$ cat config.mk
export PLATFORM = sky130hd
export DESIGN_NAME = dma_engine
export DESIGN_NICKNAME = d
export VERILOG_FILES = /design/src/rtl/dma_engine.sv
export SDC_FILE = /design/constraint.sdc
export NUM_CORES = 1
export LEC_CHECK = 0
export BUFFER_PORTS_ARGS = -buffer_cell sky130_fd_sc_hd__buf_4
export CAP_MARGIN = 20
export CORE_ASPECT_RATIO = 1.5
export CORE_MARGIN = 3
export CORE_UTILIZATION = 55
export CTS_BUF_LIST = sky130_fd_sc_hd__clkbuf_4 sky130_fd_sc_hd__clkbuf_8
export CTS_CLUSTER_DIAMETER = 50
export DETAILED_ROUTE_END_ITERATION = 16
export MAX_ROUTING_LAYER = met4
export PLACE_DENSITY = 0.95
export SLEW_MARGIN = 20
export SYNTH_ARGS = -nofsm -noshare
export SYNTH_HDL_FRONTEND = slang
export SYNTH_SLANG_ARGS = --single-unit
$ cat constraint.sdc
create_clock -name clk -period 5.6 [get_ports clk]
set_clock_uncertainty 0.1 [all_clocks]
set_input_delay 0.56 -clock clk [delete_from_list [all_inputs] [get_ports clk]]
set_output_delay 0.56 -clock clk [all_outputs]
set_load 0.02 [all_outputs]
$ cat src/rtl/dma_engine.sv
// Burst DMA between external memory and the on-chip buffers: reads fill a buffer
// (or the layer descriptor), the output op drains the output buffer word by word.
module dma_engine #(
  parameter logic [31:0] INF_BASE = 32'h0000_0000,
  parameter logic [31:0] FMI_BASE = 32'h1000_0000,
  parameter logic [31:0] KEX_BASE = 32'h2000_0000,
  parameter logic [31:0] KPW_BASE = 32'h3000_0000,
  parameter logic [31:0] KDW_BASE = 32'h4000_0000,
  parameter logic [31:0] FMO_BASE = 32'h5000_0000,
  parameter logic [15:0] LEN_FMI  = 16'd64,
  parameter logic [15:0] LEN_KEX  = 16'd32,
  parameter logic [15:0] LEN_KPW  = 16'd16,
  parameter logic [15:0] LEN_KDW  = 16'd9,
  parameter logic [15:0] LEN_FMO  = 16'd16,
  parameter int          MAX_OUT  = 4
) (
  input  logic        clk,
  input  logic        rst,
  input  logic        s_dma,
  input  logic [2:0]  dma_op,
  input  logic [31:0] dma_mem_info1,
  input  logic [31:0] dma_mem_info2,
  output logic        f_dma,
  output logic        busy,
  output logic        err_op,
  output logic [63:0] inf_conv,
  output logic        ext_req,
  output logic        ext_we,
  output logic [31:0] ext_addr,
  output logic [31:0] ext_wdata,
  input  logic        ext_gnt,
  input  logic        ext_rvalid,
  input  logic [31:0] ext_rdata,
  output logic        buf_we,
  output logic [2:0]  buf_sel,
  output logic [15:0] buf_addr,
  output logic [31:0] buf_wdata,
  output logic        obuf_re,
  output logic [15:0] obuf_addr,
  input  logic [31:0] obuf_rdata
);

  typedef enum logic [2:0] {
    S_IDLE, S_RD, S_WR_FETCH, S_WR_CAP, S_WR_ISSUE, S_DONE
  } state_t;

  localparam logic [15:0] MAX_OUT_W = 16'(MAX_OUT);

  state_t      state, state_n;
  logic [2:0]  op_q;
  logic [15:0] len_q;
  logic [31:0] base_q;
  logic [15:0] iss_cnt, rcv_cnt, wr_cnt;
  logic [31:0] wdata_q;
  logic [63:0] inf_q;

  logic [15:0] start_len;
  logic [31:0] region;
  logic [31:0] start_base;
  logic        start_bad;
  logic [15:0] len_m1;
  logic [15:0] outstanding;
  logic        rd_issue;
  logic        rd_beat;
  logic        op_bad_q;

  // command decode, evaluated on the live opcode so IDLE can latch in one edge
  always_comb begin
    start_len = 16'd0;
    region    = 32'h0;
    case (dma_op)
      3'd0: begin start_len = 16'd2;   region = INF_BASE; end
      3'd1: begin start_len = LEN_FMI; region = FMI_BASE; end
      3'd2: begin start_len = LEN_KEX; region = KEX_BASE; end
      3'd3: begin start_len = LEN_KPW; region = KPW_BASE; end
      3'd4: begin start_len = LEN_KDW; region = KDW_BASE; end
      3'd5: begin start_len = LEN_FMO; region = FMO_BASE; end
      default: begin start_len = 16'd0; region = 32'h0; end
    endcase
  end

  assign start_base  = region + dma_mem_info1 + dma_mem_info2;
  assign start_bad   = (dma_op == 3'd6) || (dma_op == 3'd7);
  assign len_m1      = len_q - 16'd1;
  assign outstanding = iss_cnt - rcv_cnt;
  // a request may stay up while data returns: outstanding only shrinks without a grant
  assign rd_issue    = (iss_cnt < len_q) && (outstanding < MAX_OUT_W);
  assign rd_beat     = (state == S_RD) && ext_rvalid;
  assign op_bad_q    = op_q[2] & op_q[1];

  always_ff @(posedge clk or negedge rst) begin
    if (!rst) state <= S_IDLE;
    else      state <= state_n;
  end

  always_comb begin
    state_n   = state;
    ext_req   = 1'b0;
    ext_we    = 1'b0;
    ext_addr  = 32'h0;
    obuf_re   = 1'b0;
    obuf_addr = 16'h0;
    f_dma     = 1'b0;
    err_op    = 1'b0;
    case (state)
      S_IDLE: begin
        if (s_dma) begin
          if (start_bad || start_len == 16'd0) state_n = S_DONE;
          else if (dma_op == 3'd5)             state_n = S_WR_FETCH;
          else                                 state_n = S_RD;
        end
      end
      S_RD: begin
        ext_req  = rd_issue;
        ext_addr = base_q + {16'h0, iss_cnt};
        if (ext_rvalid && rcv_cnt == len_m1) state_n = S_DONE;
      end
      S_WR_FETCH: begin
        obuf_re   = 1'b1;
        obuf_addr = wr_cnt;
        state_n   = S_WR_CAP;
      end
      S_WR_CAP: state_n = S_WR_ISSUE;
      S_WR_ISSUE: begin
        ext_req  = 1'b1;
        ext_we   = 1'b1;
        ext_addr = base_q + {16'h0, wr_cnt};
        if (ext_gnt) state_n = (wr_cnt == len_m1) ? S_DONE : S_WR_FETCH;
      end
      S_DONE: begin
        f_dma   = 1'b1;
        err_op  = op_bad_q;
        state_n = S_IDLE;
      end
      default: state_n = S_IDLE;
    endcase
  end

  always_ff @(posedge clk or negedge rst) begin
    if (!rst) begin
      op_q    <= 3'd0;
      len_q   <= 16'd0;
      base_q  <= 32'h0;
      iss_cnt <= 16'd0;
      rcv_cnt <= 16'd0;
      wr_cnt  <= 16'd0;
      wdata_q <= 32'h0;
      inf_q   <= 64'h0;
    end else begin
      case (state)
        S_IDLE: begin
          if (s_dma) begin
            op_q    <= dma_op;
            len_q   <= start_len;
            base_q  <= start_base;
            iss_cnt <= 16'd0;
            rcv_cnt <= 16'd0;
            wr_cnt  <= 16'd0;
          end
        end
        S_RD: begin
          if (ext_req && ext_gnt) iss_cnt <= iss_cnt + 16'd1;
          if (ext_rvalid) begin
            rcv_cnt <= rcv_cnt + 16'd1;
            if (op_q == 3'd0) begin
              if (rcv_cnt == 16'd0)      inf_q[31:0]  <= ext_rdata;
              else if (rcv_cnt == 16'd1) inf_q[63:32] <= ext_rdata;
            end
          end
        end
        S_WR_CAP:   wdata_q <= obuf_rdata;
        S_WR_ISSUE: if (ext_gnt) wr_cnt <= wr_cnt + 16'd1;
        default: ;
      endcase
    end
  end

  // buffer write port is a straight pass-through of the returning beat
  always_comb begin
    buf_we    = 1'b0;
    buf_sel   = 3'd0;
    buf_addr  = 16'h0;
    buf_wdata = 32'h0;
    if (rd_beat && op_q != 3'd0) begin
      buf_we    = 1'b1;
      buf_sel   = op_q;
      buf_addr  = rcv_cnt;
      buf_wdata = ext_rdata;
    end
  end

  assign busy      = (state != S_IDLE);
  assign ext_wdata = wdata_q;
  assign inf_conv  = inf_q;

endmodule

==> impl_summary.log, run 1 <==
[metrics] status: completed
[metrics] ANT nets after route: 0
[metrics] synthesized netlist cell count: roughly 1,300
[metrics] DIE AREA: roughly 0.025 mm2
[metrics] DR DRC count: 0
[metrics] launch point of the worst hold path: obuf_rdata[2]
[metrics] Post-Synthesis Net Count: around 1,600
[metrics] area taken by flip-flops and latches: between 0.004 and 0.005 mm2
[metrics] top-level I/O count: about 340
[metrics] share of the clock period used by the worst path after layout: 0.952
[metrics] number of endpoints with negative hold slack in the final report: 0
[metrics] syn_area_per_cell: 9.52 um2
[metrics] worst path cell trace: nor3_2 -> buf_4 -> nand2_1 -> o21ai_0 -> ha_1 -> nor2b_1 -> o21ai_0 -> a21boi_1 -> o211a_1 -> o21bai_1 -> a21boi_0 -> o21a_1 -> o21a_1 -> nor3_1 -> buf_4
[metrics] type of the setup path with the least slack: reg -> out
[metrics] PwrDens: between 400 and 500 mW/mm2
[metrics] top cell type by total area after synthesis: sky130_fd_sc_hd__dfrtp_1
[metrics] number of setup violations in the final report: 0
[metrics] Post-CTS Resized: 0
[metrics] most instantiated library cell after synthesis: sky130_fd_sc_hd__dfrtp_1
[metrics] Final Util: 0.709
[metrics] antenna violations before repair: 1
[metrics] multi-input gate area in the final layout: approximately 0.0073 mm2
[metrics] Die Height: ~190 um
[metrics] worst voltage drop across the vdd grid: roughly 0.25 mV
[metrics] delay of the slowest cell on the worst path: about 600 ps
[metrics] Area growth, synth to finish: 25.0%
[metrics] standard-cell row count: 66
[metrics] CTS Buf Count: 17
[metrics] slew of the pin with the lowest slew margin: around 1000 ps
[metrics] worst min-delay path class: in -> reg
[metrics] Static Leak: roughly 7.8 nW
[metrics] grt ovf: 0
[metrics] total design power: between 6 and 7 mW
[metrics] total number of vias: between 10,000 and 15,000
[metrics] wirelength, routed: 38.2 mm
[metrics] area fraction of the dominant cell type after synthesis: 0.376
[metrics] most area-consuming cells after synthesis: sky130_fd_sc_hd__dfrtp_1 (38%), sky130_fd_sc_hd__ha_1 (10%), sky130_fd_sc_hd__mux2_2 (8.4%), sky130_fd_sc_hd__xnor2_1 (3.5%), sky130_fd_sc_hd__nand2_1 (3.4%)
[metrics] RD Place Congestion: just over 0.9
[metrics] Synth Warn #: 0
[metrics] detailed-routing iteration count for the pre-antenna-repair pass: 7
[metrics] estimated wirelength of the detail-placed design: between 30 and 40 mm
[metrics] Clock transition at path regs: 100 ps
[metrics] unrepaired setup endpoints after global routing: no
[metrics] via-per-instance ratio: ~6
[metrics] normalized max-slew margin: 0.303
[metrics] clock network latency to the later pin of the worst-skew pair: approximately 480 ps
[metrics] Max Freq: 188 MHz
[metrics] Starting Density: 0.567
[metrics] worst-case setup margin in the final layout: roughly 270 ps
[metrics] clock tree from TritonCTS: built
[metrics] crit path from: state[1]$_DFFE_PN0P_
[metrics] number of global-route vias before repair: roughly 11,000
[metrics] detailed-route wire length per cell: between 20 and 25 um
[metrics] Critical Path Fanout Max: 27
[metrics] share of the yosys chip area belonging to registers: 0.376
[metrics] # port buffers: 337
[metrics] final total negative setup slack: 0 ps
[metrics] post-synthesis instance area: around 0.012 mm2
[metrics] async set-reset flop share out of synthesis: 1.00
[metrics] Place WS: roughly 880 ps
[metrics] clock tree root buffer cell: sky130_fd_sc_hd__clkbuf_8
[metrics] Min Clock Period, post-route: 5330 ps
[metrics] Setup crit end kind: output port
[metrics] max-slew violations: 0
[metrics] clock net sink count: between 150 and 200
[metrics] number of enable flip-flop cells after synthesis: 0
[metrics] Synth Flop Type: sky130_fd_sc_hd__dfrtp_1
[metrics] layout cells sized above 1: 0.308
[metrics] post-synthesis cell type count: 70
[metrics] maximum buffer depth of the clock tree: 2
[metrics] maximum number of pins on one net before global-route repair: 67
[metrics] horizontal die dimension: between 100 and 150 um
[metrics] Critical Path Source Type: register
[metrics] arrival time of data at the critical path endpoint: 4670 ps
[metrics] maximum level of the CTS H-tree: 4
[metrics] source of the worst register-to-register timing path: state[1]$_DFFE_PN0P_
[metrics] hold buffer count at cts: 1
[metrics] number of nets at the end of the flow: ~1,900
[metrics] worst hold-check slack: around 200 ps
[metrics] max-cap check violation count: 0
[metrics] wire length of the first global-routing pass: between 50 and 60 mm
[metrics] number of flip-flops and latches in the synthesized netlist: about 190
[metrics] all-layer global routing usage: 0.311
[metrics] Critical Path RT: 4940 ps
[metrics] violation count after the first detailed-route iteration: ~740
[metrics] placeable core region: 0.0220 mm2
[metrics] setup fix buffers added after clock tree synthesis: 0
[metrics] number of fill cells in the layout: approximately 1,700
[metrics] crit path max-delay cell type: sky130_fd_sc_hd__dfrtp_1
[metrics] most instantiated cells after synthesis: sky130_fd_sc_hd__dfrtp_1 (187), sky130_fd_sc_hd__nand2_1 (112), sky130_fd_sc_hd__ha_1 (101), sky130_fd_sc_hd__mux2_2 (93), sky130_fd_sc_hd__nor2_1 (84)
registers in the layout (all words and copies together), names as in the netlist:
register and flops:
base_q 32, ext_wdata 32, inf_conv 64, iss_cnt 16
len_q 5, op_q 3, rcv_cnt 16, state 3
wr_cnt 16
path summary, 6_finish.rpt:
check                                             to  slack, ps  depth (start not counted)
hold reg to reg             inf_conv[60]$_DFFE_PN0P_        400                          1
hold / removal              ext_wdata[2]$_DFFE_PN0P_        200                          2
min in group asynchronous      base_q[9]$_DFFE_PN0P_        530                          2
setup / recovery                        ext_addr[16]        270                         15
setup reg to reg            inf_conv[48]$_DFFE_PN0P_       2040                          8
max in group asynchronous  ext_wdata[23]$_DFFE_PN0P_       3630                          3
metrics by stage:
| stage | cell area (um2) | cells |
|---|---|---|
| detailed placement | 15200 | 1873 |
| finish | 15600 | 1907 |
| global route | 15600 | 1907 |
| floorplan | 12500 | 1308 |
| CTS | 15600 | 1906 |
| global placement | 15200 | 1873 |
power by group:
group / leakage [nW] / internal, mW / switching [mW] / total (mW)
registers: 2.43 / 1.79 / 0.370 / 2.16
clock network: 0.204 / 0.404 / 0.486 / 0.890
logic: 5.20 / 1.48 / 2.02 / 3.50
total: 7.84 / 3.67 / 2.88 / 6.55
area by class of cell:
type,instances,share of cell area
inverter,55,0.0133
tap,272,0.0218
sequential,187,0.300
antenna,1,0.000161
clock inverter,9,0.00570
clock buffer,23,0.0191
multi-input combinational,1012,0.471
timing repair buffer,348,0.168
cells in the final DEF, fill, tap and decap left out, drive strengths merged, types with 12 or more instances in the layout:
cell type / synthesis / final
dfrtp: 187 / 187
buf: 17 / 347
a21oi: 61 / 61
nand2b: 12 / 12
and3: 32 / 32
xor2: 37 / 37
nand2: 113 / 113
xnor2: 50 / 50
ha: 101 / 101
inv: 55 / 56
nor3: 49 / 49
nand3: 43 / 43
mux2: 107 / 107
and2: 49 / 49
o21ai: 80 / 80
clkbuf: 37 / 23
or3: 16 / 16
nand4: 19 / 19
a21o: 13 / 13
nor2: 84 / 84
o21a: 16 / 16
nor4: 13 / 13
kinds of logic (layout without fill, tap and decap cells):
| kind of cell | Yosys count | in the layout | share of synthesized area |
|---|---|---|---|
| AOI/OAI and AO/OA | 249 | 249 | 0.131 |
| xor gates and xnor gates | 87 | 87 | 0.0612 |
| adders and majority gates | 106 | 106 | 0.109 |
| buffers and inverters | 109 | 435 | 0.0363 |
| DFF | 187 | 187 | 0.376 |
| and+or+nand+nor | 457 | 457 | 0.185 |
| other | 0 | 1 | 0 |
| muxes | 113 | 113 | 0.102 |
worst max-delay path: cells and delay by family (launching register included):
kind                     cells  cell delay, ps
AO/OA/AOI/OAI                8            1720
buffers and inverters        2             570
adder cells (fa/ha/maj)      1             310
AND/OR/NAND/NOR              4             970
flip-flops                   1             600
per-layer routing:
layer	track usage	vias to the layer above	routed length (um)
met5	-	-	0
met4	0.169	0	1990
met3	0.0591	140	2910
met2	0.550	588	20000
met1	0.321	5335	13400
li1	-	5289	-
Power figures use the tool's default switching activity.
==> inputs of run 2 (changes only) <==
--- a/config.mk
+++ b/config.mk
@@ -10,11 +10,12 @@
 export CORE_ASPECT_RATIO = 1.5
 export CORE_MARGIN = 3
 export CORE_UTILIZATION = 55
-export CTS_BUF_LIST = sky130_fd_sc_hd__clkbuf_4 sky130_fd_sc_hd__clkbuf_8
+export CTS_BUF_LIST = sky130_fd_sc_hd__clkbuf_8
 export CTS_CLUSTER_DIAMETER = 50
 export DETAILED_ROUTE_END_ITERATION = 16
 export MAX_ROUTING_LAYER = met4
 export PLACE_DENSITY = 0.95
+export SKIP_LAST_GASP = 1
 export SLEW_MARGIN = 20
 export SYNTH_ARGS = -nofsm -noshare
 export SYNTH_HDL_FRONTEND = slang
==> run 2 against run 1 <==
  * Clock power fell by 2.6%
  * Design area barely moved
  * Clock-buffer cell count fell by 3
  * Sequential share of layout area barely moved
  * Critical path depth did not move
  * Total power fell by 0.23%
  * Die area did not move
  * Final cell count did not move
  * Global-route usage barely moved
  * Non-clock buffer count did not move
  * Critical endpoint unchanged
  * Largest power group unchanged
==> impl_summary.log, run 2 (synthesis gave the netlist of run 1 again) <==
[metrics] share of the clock period used by the worst path after layout: 0.944 (-0.00753)
[metrics] crit-path leading delay family: compound AO/OA/AOI/OAI gates
[metrics] max-cap check violation count: 0 (unchanged)
[metrics] Starting Density: 0.567 (unchanged)
[metrics] non-filler cells, final: 1,907 (unchanged)
[metrics] maximum number of pins on one net before global-route repair: 67 (unchanged)
[metrics] via-per-instance ratio: 5.95 (about the same)
[metrics] slew of the pin with the lowest slew margin: 1030 ps (+11.3 ps)
[metrics] highest-count cells in the layout ignoring fill and taps: sky130_fd_sc_hd__buf_4 (346), sky130_fd_sc_hd__dfrtp_1 (187), sky130_fd_sc_hd__nand2_1 (111)
[metrics] CTS Buf Count: 17 (unchanged)
[metrics] Critical Path RT: 4940 ps (about the same)
[metrics] crit path max-delay cell type: sky130_fd_sc_hd__dfrtp_1
[metrics] grt ovf: 0 (unchanged)
[metrics] DIE AREA: 0.0245 mm2 (unchanged)
[metrics] DR DRC count: 0 (unchanged)
[metrics] placeable core region: 0.0220 mm2 (unchanged)
[metrics] number of placed cells counting well taps: 1,873 (unchanged)
[metrics] most common library cell in the layout ignoring fill and taps: sky130_fd_sc_hd__buf_4
[metrics] RD Place Congestion: 0.923 (unchanged)
[metrics] worst min-delay path class: in -> reg
[metrics] clock tree root buffer cell: sky130_fd_sc_hd__clkbuf_8
[metrics] Max Freq: 189 MHz (+0.80%)
[metrics] maximum level of the CTS H-tree: 4 (unchanged)
[metrics] Critical Path Fanout Max: 27 (unchanged)
[metrics] type of the setup path with the least slack: reg -> out
[metrics] standard-cell row count: 66 (unchanged)
[metrics] ANT nets after route: 0 (unchanged)
[metrics] worst hold-check slack: 206 ps (+5.18 ps)
[metrics] max-slew violations: 0 (unchanged)
[metrics] worst-case setup margin in the final layout: 312 ps (+42.2 ps)
[metrics] final total negative setup slack: 0 ps (unchanged)
[metrics] number of setup violations in the final report: 0 (unchanged)
[metrics] Die Height: 190 um (unchanged)
[metrics] Static Leak: 7.84 nW (about the same)
[metrics] # port buffers: 337 (unchanged)
[metrics] layout cells sized above 1: 0.306 (-0.00184)
[metrics] antenna violations before repair: 1 (unchanged)
[metrics] worst path cell trace: nor3_4 -> buf_4 -> nand2_1 -> o21ai_0 -> ha_1 -> nor2b_1 -> o21ai_0 -> a21boi_1 -> o211a_1 -> o21bai_1 -> a21boi_0 -> o21a_1 -> o21a_1 -> nor3_1 -> buf_4
[metrics] number of fill cells in the layout: 1,664 (+0.12%)
[metrics] clock tree from TritonCTS: built
[metrics] unrepaired setup endpoints after global routing: no
[metrics] total design power: 6.54 mW (-0.23%)
[metrics] clock net sink count: 187 (unchanged)
[metrics] normalized max-slew margin: 0.295 (-0.00775)
[metrics] Min Clock Period, post-route: 5290 ps (-42.2 ps)
[metrics] estimated wirelength of the detail-placed design: 30.2 mm (unchanged)
[metrics] worst voltage drop across the vdd grid: 0.248 mV (+0.63%)
[metrics] PwrDens: 420 mW/mm2 (-0.20%)
[metrics] wire length of the first global-routing pass: 58.4 mm (about the same)
[metrics] delay of the slowest cell on the worst path: 640 ps (+40 ps)
[metrics] Clock transition at path regs: 100 ps (about the same)
[metrics] total number of vias: 11,300 (-0.062%)
[metrics] Setup crit end kind: output port
[metrics] detailed-routing iteration count for the pre-antenna-repair pass: 6 (-1)
[metrics] number of flip-flops in the largest register: 64 (unchanged)
[metrics] maximum buffer depth of the clock tree: 2 (unchanged)
[metrics] detailed-route wire length per cell: 20.1 um (about the same)
[metrics] horizontal die dimension: 129 um (unchanged)
[metrics] Bufs and invs on worst path: 2 (unchanged)
[metrics] number of global-route vias before repair: 11,500 (+0.26%)
[metrics] Place WS: 883 ps (unchanged)
[metrics] violation count after the first detailed-route iteration: 811 (+9.7%)
[metrics] all-layer global routing usage: 0.311 (about the same)
[metrics] number of endpoints with negative hold slack in the final report: 0 (unchanged)
[metrics] wirelength, routed: 38.3 mm (about the same)
[metrics] Critical Path Source Type: register
[metrics] arrival time of data at the critical path endpoint: 4630 ps (-40 ps)
[metrics] clock network latency to the later pin of the worst-skew pair: 480 ps (about the same)
[metrics] number of nets at the end of the flow: 1,863 (unchanged)
[metrics] status: completed
[metrics] Area growth, synth to finish: 25.0% (about the same)
[metrics] top-level I/O count: 338 (unchanged)
[run 2: metrics by stage]
stage           util  cell area, um2
3_3_place_gp   0.691           15200
5_1_grt        0.709           15600
6_report       0.709           15600
3_5_place_dp   0.691           15200
4_1_cts        0.709           15600
2_1_floorplan      -           12500
[run 2: cell type report]
class	instances	area, um2	share of cell area
Inverter	55	206	0.0133
Clock buffer	20	275	0.0177
Clock inverter	12	100	0.00643
Tap cell	272	340	0.0219
Sequential cell	187	4680	0.300
Multi-Input combinational cell	1012	7350	0.472
Timing Repair Buffer	348	2620	0.168
Antenna cell	1	2.50	0.000161
[run 2: path summary, 6_finish.rpt]
path	startpoint	to	slack [ps]	cells past startpoint
max in group asynchronous	rst	ext_wdata[13]$_DFFE_PN0P_	3620	3
min reg2reg	inf_conv[40]$_DFFE_PN0P_	inf_conv[40]$_DFFE_PN0P_	400	1
min	obuf_rdata[2]	ext_wdata[2]$_DFFE_PN0P_	210	2
min in group asynchronous	rst	base_q[9]$_DFFE_PN0P_	530	2
max reg2reg	state[1]$_DFFE_PN0P_	inf_conv[48]$_DFFE_PN0P_	1960	8
max	state[1]$_DFFE_PN0P_	ext_addr[16]	310	15
[run 2: what timing repair did]
action                     in CTS  in global routing
hold endpoints to repair       64                  0
gates resized for setup         0                  1
hold buffers                    1                  0
setup endpoints to repair       0                  2
buffers inserted                0                  0
[run 2: report_power, final]
part	internal [mW]	switching, mW	total, mW
combinational	1.48	2.03	3.51
sequential	1.79	0.373	2.16
clock	0.384	0.482	0.867
[run 2: layer usage]
metal,global-route usage,share of wire,wire (um),up-vias
li1,-,-,-,5293
met1,0.322,0.35,13400,5315
met2,0.546,0.52,19800,590
met3,0.0603,0.076,2920,147
met4,0.173,0.057,2170,0
met5,-,0,0,-
==> inputs of run 3 (changes only) <==
--- a/config.mk
+++ b/config.mk
@@ -5,11 +5,11 @@
 export SDC_FILE = /design/constraint.sdc
 export NUM_CORES = 1
 export LEC_CHECK = 0
+export ABC_AREA = 1
 export BUFFER_PORTS_ARGS = -buffer_cell sky130_fd_sc_hd__buf_4
 export CAP_MARGIN = 20
 export CORE_ASPECT_RATIO = 1.5
-export CORE_MARGIN = 3
-export CORE_UTILIZATION = 55
+export CORE_UTILIZATION = 56
 export CTS_BUF_LIST = sky130_fd_sc_hd__clkbuf_8
 export CTS_CLUSTER_DIAMETER = 50
 export DETAILED_ROUTE_END_ITERATION = 16
==> constraint.sdc (replaced) <==
create_clock -name clk -period 5.9 [get_ports clk]
set_clock_uncertainty 0.1 [all_clocks]
set_input_delay 0.59 -clock clk [delete_from_list [all_inputs] [get_ports clk]]
set_output_delay 0.59 -clock clk [all_outputs]
set_load 0.02 [all_outputs]
==> run 3 against run 2 <==
  * Area after synthesis is 4.5% higher
  * First-iteration DRC count is 20% higher
  * Worst hold slack worse by 0.95 ps
  * Clock power is 5.1% higher
  * Wire length is 15% higher
  * Non-clock buffer count is 2 lower
  * Register-to-register slack better by 590 ps
  * Sequential cell count stayed put
  * Global-route usage is 6.9 points higher
  * Clock-buffer cell count is 2 lower
  * Synthesized cell count is 35% higher
  * Sequential share of layout area is 1.2 points lower
  * Largest cell class unchanged
  * Largest power group unchanged
==> impl_summary.log, run 3 <==
[metrics] status: completed
[metrics] Post-Synthesis Net Count: 2,010 (+30%)
[metrics] number of placed cells counting well taps: 2,351 (+26%)
[metrics] Setup crit end kind: output port
[metrics] top-level I/O count: 338 (unchanged)
[metrics] max-slew violations: 0 (unchanged)
[metrics] Critical Path Fanout Max: 10 (-63%)
[metrics] slew of the pin with the lowest slew margin: 1040 ps (+8.59 ps)
[metrics] worst voltage drop across the vdd grid: 0.305 mV (+23%)
[metrics] Critical Path Source Type: register
[metrics] number of enable flip-flop cells after synthesis: 0 (unchanged)
[metrics] via-per-instance ratio: 5.80 (-2.6%)
[metrics] sequential group share of total power: 0.301 (-0.030)
[metrics] delay of the slowest cell on the worst path: 500 ps (-140 ps)
[metrics] Static Leak: 8.47 nW (+8.0%)
[metrics] number of endpoints with negative hold slack in the final report: 0 (unchanged)
[metrics] most area-consuming cells after synthesis: sky130_fd_sc_hd__dfrtp_1 (36%), sky130_fd_sc_hd__nand2_1 (11%), sky130_fd_sc_hd__ha_1 (9.7%), sky130_fd_sc_hd__o21ai_0 (7.3%), sky130_fd_sc_hd__inv_1 (6.1%)
[metrics] syn_area_per_cell: 7.36 um2 (-23%)
[metrics] diode insertion count for antenna repair: 0 (-1)
[metrics] internal cell power: 3.47 mW (-5.0%)
[metrics] clock net sink count: 187 (unchanged)
[metrics] async set-reset flop share out of synthesis: 1.00 (unchanged)
[metrics] number of fill cells in the layout: 1,874 (+13%)
[metrics] worst min-delay path class: in -> reg
[metrics] type of the setup path with the least slack: reg -> out
[metrics] detailed-routing iteration count for the pre-antenna-repair pass: 6 (unchanged)
[metrics] portion of total power attributed to the clock network: 0.135 (+0.002)
[metrics] post-synthesis cell type count: 54 (-23%)
[metrics] worst path cell trace: nor2_4 -> inv_2 -> nor2_4 -> clkinv_1 -> o21ai_0 -> inv_1 -> fa_1 -> inv_1 -> nand3_1 -> nand2_1 -> nand2_1 -> nand2_1 -> a21oi_1 -> o21ai_1 -> nand3_1 -> nand2_2 -> nand2_1 -> o21ai_0 -> nand2_1 -> nor2_1 -> buf_4
[metrics] share of the yosys chip area belonging to registers: 0.359 (-0.0163)
[metrics] Synth Flop Type: sky130_fd_sc_hd__dfrtp_1
[metrics] crit path max-delay cell type: sky130_fd_sc_hd__dfrtp_1
[metrics] Max Freq: 200 MHz
[metrics] standard-cell row count: 68 (+3.0%)
[metrics] max-cap check violation count: 0 (unchanged)
[metrics] normalized max-slew margin: 0.306 (+0.0114)
[metrics] Critical Path RT: 5210 ps (+270 ps)
[metrics] DIE AREA: 0.0239 mm2 (-2.6%)
[metrics] number of flip-flops and latches in the synthesized netlist: 187 (unchanged)
[metrics] arrival time of data at the critical path endpoint: 4300 ps (-330 ps)
[metrics] post-synthesis instance area: 0.0130 mm2 (+4.5%)
[metrics] Synth Warn #: 0 (unchanged)
[metrics] wire length of the first global-routing pass: 68.1 mm (+17%)
[metrics] combinational share of power: 0.564 (+0.027)
[metrics] maximum level of the CTS H-tree: 4 (unchanged)
[metrics] number of nets at the end of the flow: 2,333 (+25%)
[metrics] clock tree root buffer cell: sky130_fd_sc_hd__clkbuf_8
[metrics] number of flip-flops in the largest register: 64 (unchanged)
[metrics] final total negative setup slack: 0 ps (unchanged)
[metrics] RD Place Congestion: 1.05 (+14%)
[metrics] area taken by flip-flops and latches: 0.00468 mm2 (unchanged)
[metrics] highest-count cells in the layout ignoring fill and taps: sky130_fd_sc_hd__nand2_1 (385), sky130_fd_sc_hd__buf_4 (344), sky130_fd_sc_hd__inv_1 (214)
[metrics] launch point of the worst hold path: obuf_rdata[24]
[metrics] clock network latency to the later pin of the worst-skew pair: 500 ps (+20 ps)
[metrics] Psw: 3.25 mW (+13%)
[metrics] unrepaired setup endpoints after global routing: no
[metrics] antenna violations before repair: 0 (-1)
[metrics] share of the clock period used by the worst path after layout: 0.846
[metrics] area of all placed cells without fillers: 0.0162 mm2 (+4.1%)
[metrics] number of global-route vias before repair: 13,600 (+18%)
[metrics] Area growth, synth to finish: 24.5%
[metrics] placeable core region: 0.0229 mm2 (+4.2%)
[metrics] most instantiated library cell after synthesis: sky130_fd_sc_hd__nand2_1
[metrics] non-filler cells, final: 2,384 (+25%)
[metrics] DR DRC count: 0 (unchanged)
[metrics] estimated wirelength of the detail-placed design: 34.5 mm (+14%)
[metrics] horizontal die dimension: 127 um (-1.8%)
[metrics] ANT nets after route: 0 (unchanged)
[metrics] Die Height: 189 um (-0.82%)
[metrics] violation count after the first detailed-route iteration: 973 (+20%)
[metrics] Post-Place Cell Area: 0.0158 mm2 (+4.0%)
[metrics] wirelength, routed: 44.2 mm (+15%)
[metrics] # port buffers: 337 (unchanged)
[metrics] sw frac: 0.484 (+0.0427)
[metrics] total number of vias: 13,800 (+22%)
[metrics] all-layer global routing usage: 0.380 (+0.0687)
[metrics] layout cells sized above 1: 0.218 (-0.0883)
[metrics] PwrDens: 415 mW/mm2 (-1.1%)
[metrics] synthesized netlist cell count: 1,768 (+35%)
[metrics] clock tree from TritonCTS: built
[metrics] Clock transition at path regs: 100 ps (about the same)
[metrics] most common library cell in the layout ignoring fill and taps: sky130_fd_sc_hd__nand2_1
[metrics] maximum number of pins on one net before global-route repair: 67 (unchanged)
[metrics] number of setup violations in the final report: 0 (unchanged)
[metrics] most instantiated cells after synthesis: sky130_fd_sc_hd__nand2_1 (386), sky130_fd_sc_hd__inv_1 (212), sky130_fd_sc_hd__nor2_1 (198), sky130_fd_sc_hd__o21ai_0 (190), sky130_fd_sc_hd__dfrtp_1 (187)
[metrics] detailed-route wire length per cell: 18.5 um (-7.7%)
[metrics] top cell type by total area after synthesis: sky130_fd_sc_hd__dfrtp_1
[metrics] multi-input gate area in the final layout: 0.00733 mm2 (-0.29%)
[metrics] crit path from: state[0]$_DFFE_PN0P_
[metrics] worst hold-check slack: 205 ps (-0.952 ps)
[metrics] cell occurring most often along the worst timing path: sky130_fd_sc_hd__nand2_1
[metrics] area fraction of the dominant cell type after synthesis: 0.359 (-0.0163)
[metrics] source of the worst register-to-register timing path: len_q[3]$_DFFE_PN0P_
[metrics] Min Clock Period, post-route: 4990 ps
[metrics] CTS Buf Count: 17 (unchanged)
[metrics] grt ovf: 0 (unchanged)
[metrics] maximum buffer depth of the clock tree: 2 (unchanged)
[metrics] Starting Density: 0.569 (+0.00184)
## run 3: cell count changes after synthesis, sizes merged, moves of 16 or more
| cell | change |
|---|---|
| a21oi | +58 |
| and2 | -48 |
| and3 | -32 |
| inv | +166 |
| mux2 | -75 |
| nand2 | +292 |
| nand3 | +48 |
| nor2 | +121 |
| o21ai | +114 |
| or3 | -16 |
| xnor2 | -35 |
## run 3: what timing repair did
action	4_1_cts	5_1_grt
hold buffers	1	0
setup buffers	0	0
endpoints found under the hold margin	6	0
gates resized for setup	0	0
## run 3: metal layers
metal / track usage / share of wire
met1: 0.379 / 0.34
met5: - / 0
met3: 0.0698 / 0.073
met2: 0.661 / 0.51
met4: 0.273 / 0.078
## run 3: logic make-up after synthesis
group / share of synthesized area
AND/OR/NAND/NOR: 0.263
AO/OA/AOI/OAI: 0.141
buffers and inverters: 0.0780
flip-flops: 0.359
adder cells (fa/ha/maj): 0.105
XOR/XNOR: 0.0262
multiplexers: 0.0277
## run 3: worst paths after layout
path                                             end  slack, ps  depth (start not counted)
min reg2reg                  inf_conv[9]$_DFFE_PN0P_        400                          2
min                        ext_wdata[24]$_DFFE_PN0P_        210                          2
max reg2reg                     state[0]$_DFFE_PN0P_       2550                         16
max                                     ext_addr[28]        910                         21
min in group asynchronous      base_q[4]$_DFFE_PN0P_        540                          2
max in group asynchronous   inf_conv[30]$_DFFE_PN0P_       3870                          3
## run 3: metrics by stage
stage / utilization / worst slack, ps / power [mW]
floorplan: - / 1910 / 4.29
global placement: 0.690 / 1600 / 5.64
detailed placement: 0.690 / 1510 / 5.76
CTS: 0.708 / 964 / 6.68
global route: 0.708 / 547 / 7.11
finish: 0.708 / 906 / 6.73
## run 3: worst max-delay path: cells and delay by family, from the launching register on
family                   cells  cell delay, ps
buffers and inverters        5             690
adder cells (fa/ha/maj)      1             380
AND/OR/NAND/NOR             11            1310
flip-flops                   1             500
AO/OA/AOI/OAI                4             920
## run 3: layout make-up
| cell class | instances | area share |
|---|---|---|
| multi-input combinational | 1315 | 0.452 |
| sequential | 187 | 0.289 |
| timing repair buffer | 346 | 0.161 |
| inverter | 224 | 0.0519 |
| tap | 280 | 0.0216 |
| clock buffer | 18 | 0.0153 |
| clock inverter | 14 | 0.00980 |
## run 3: power by group through the flow
| stage | clock, mW | combinational [mW] | sequential [mW] |
|---|---|---|---|
| after floorplan | 0 | 2.09 | 2.20 |
| after global placement | 0 | 3.64 | 2.01 |
| after detailed placement | 0 | 3.73 | 2.02 |
| after CTS | 0.911 | 3.77 | 2.01 |
| after global routing | 0.957 | 4.11 | 2.05 |
| final | 0.911 | 3.79 | 2.02 |
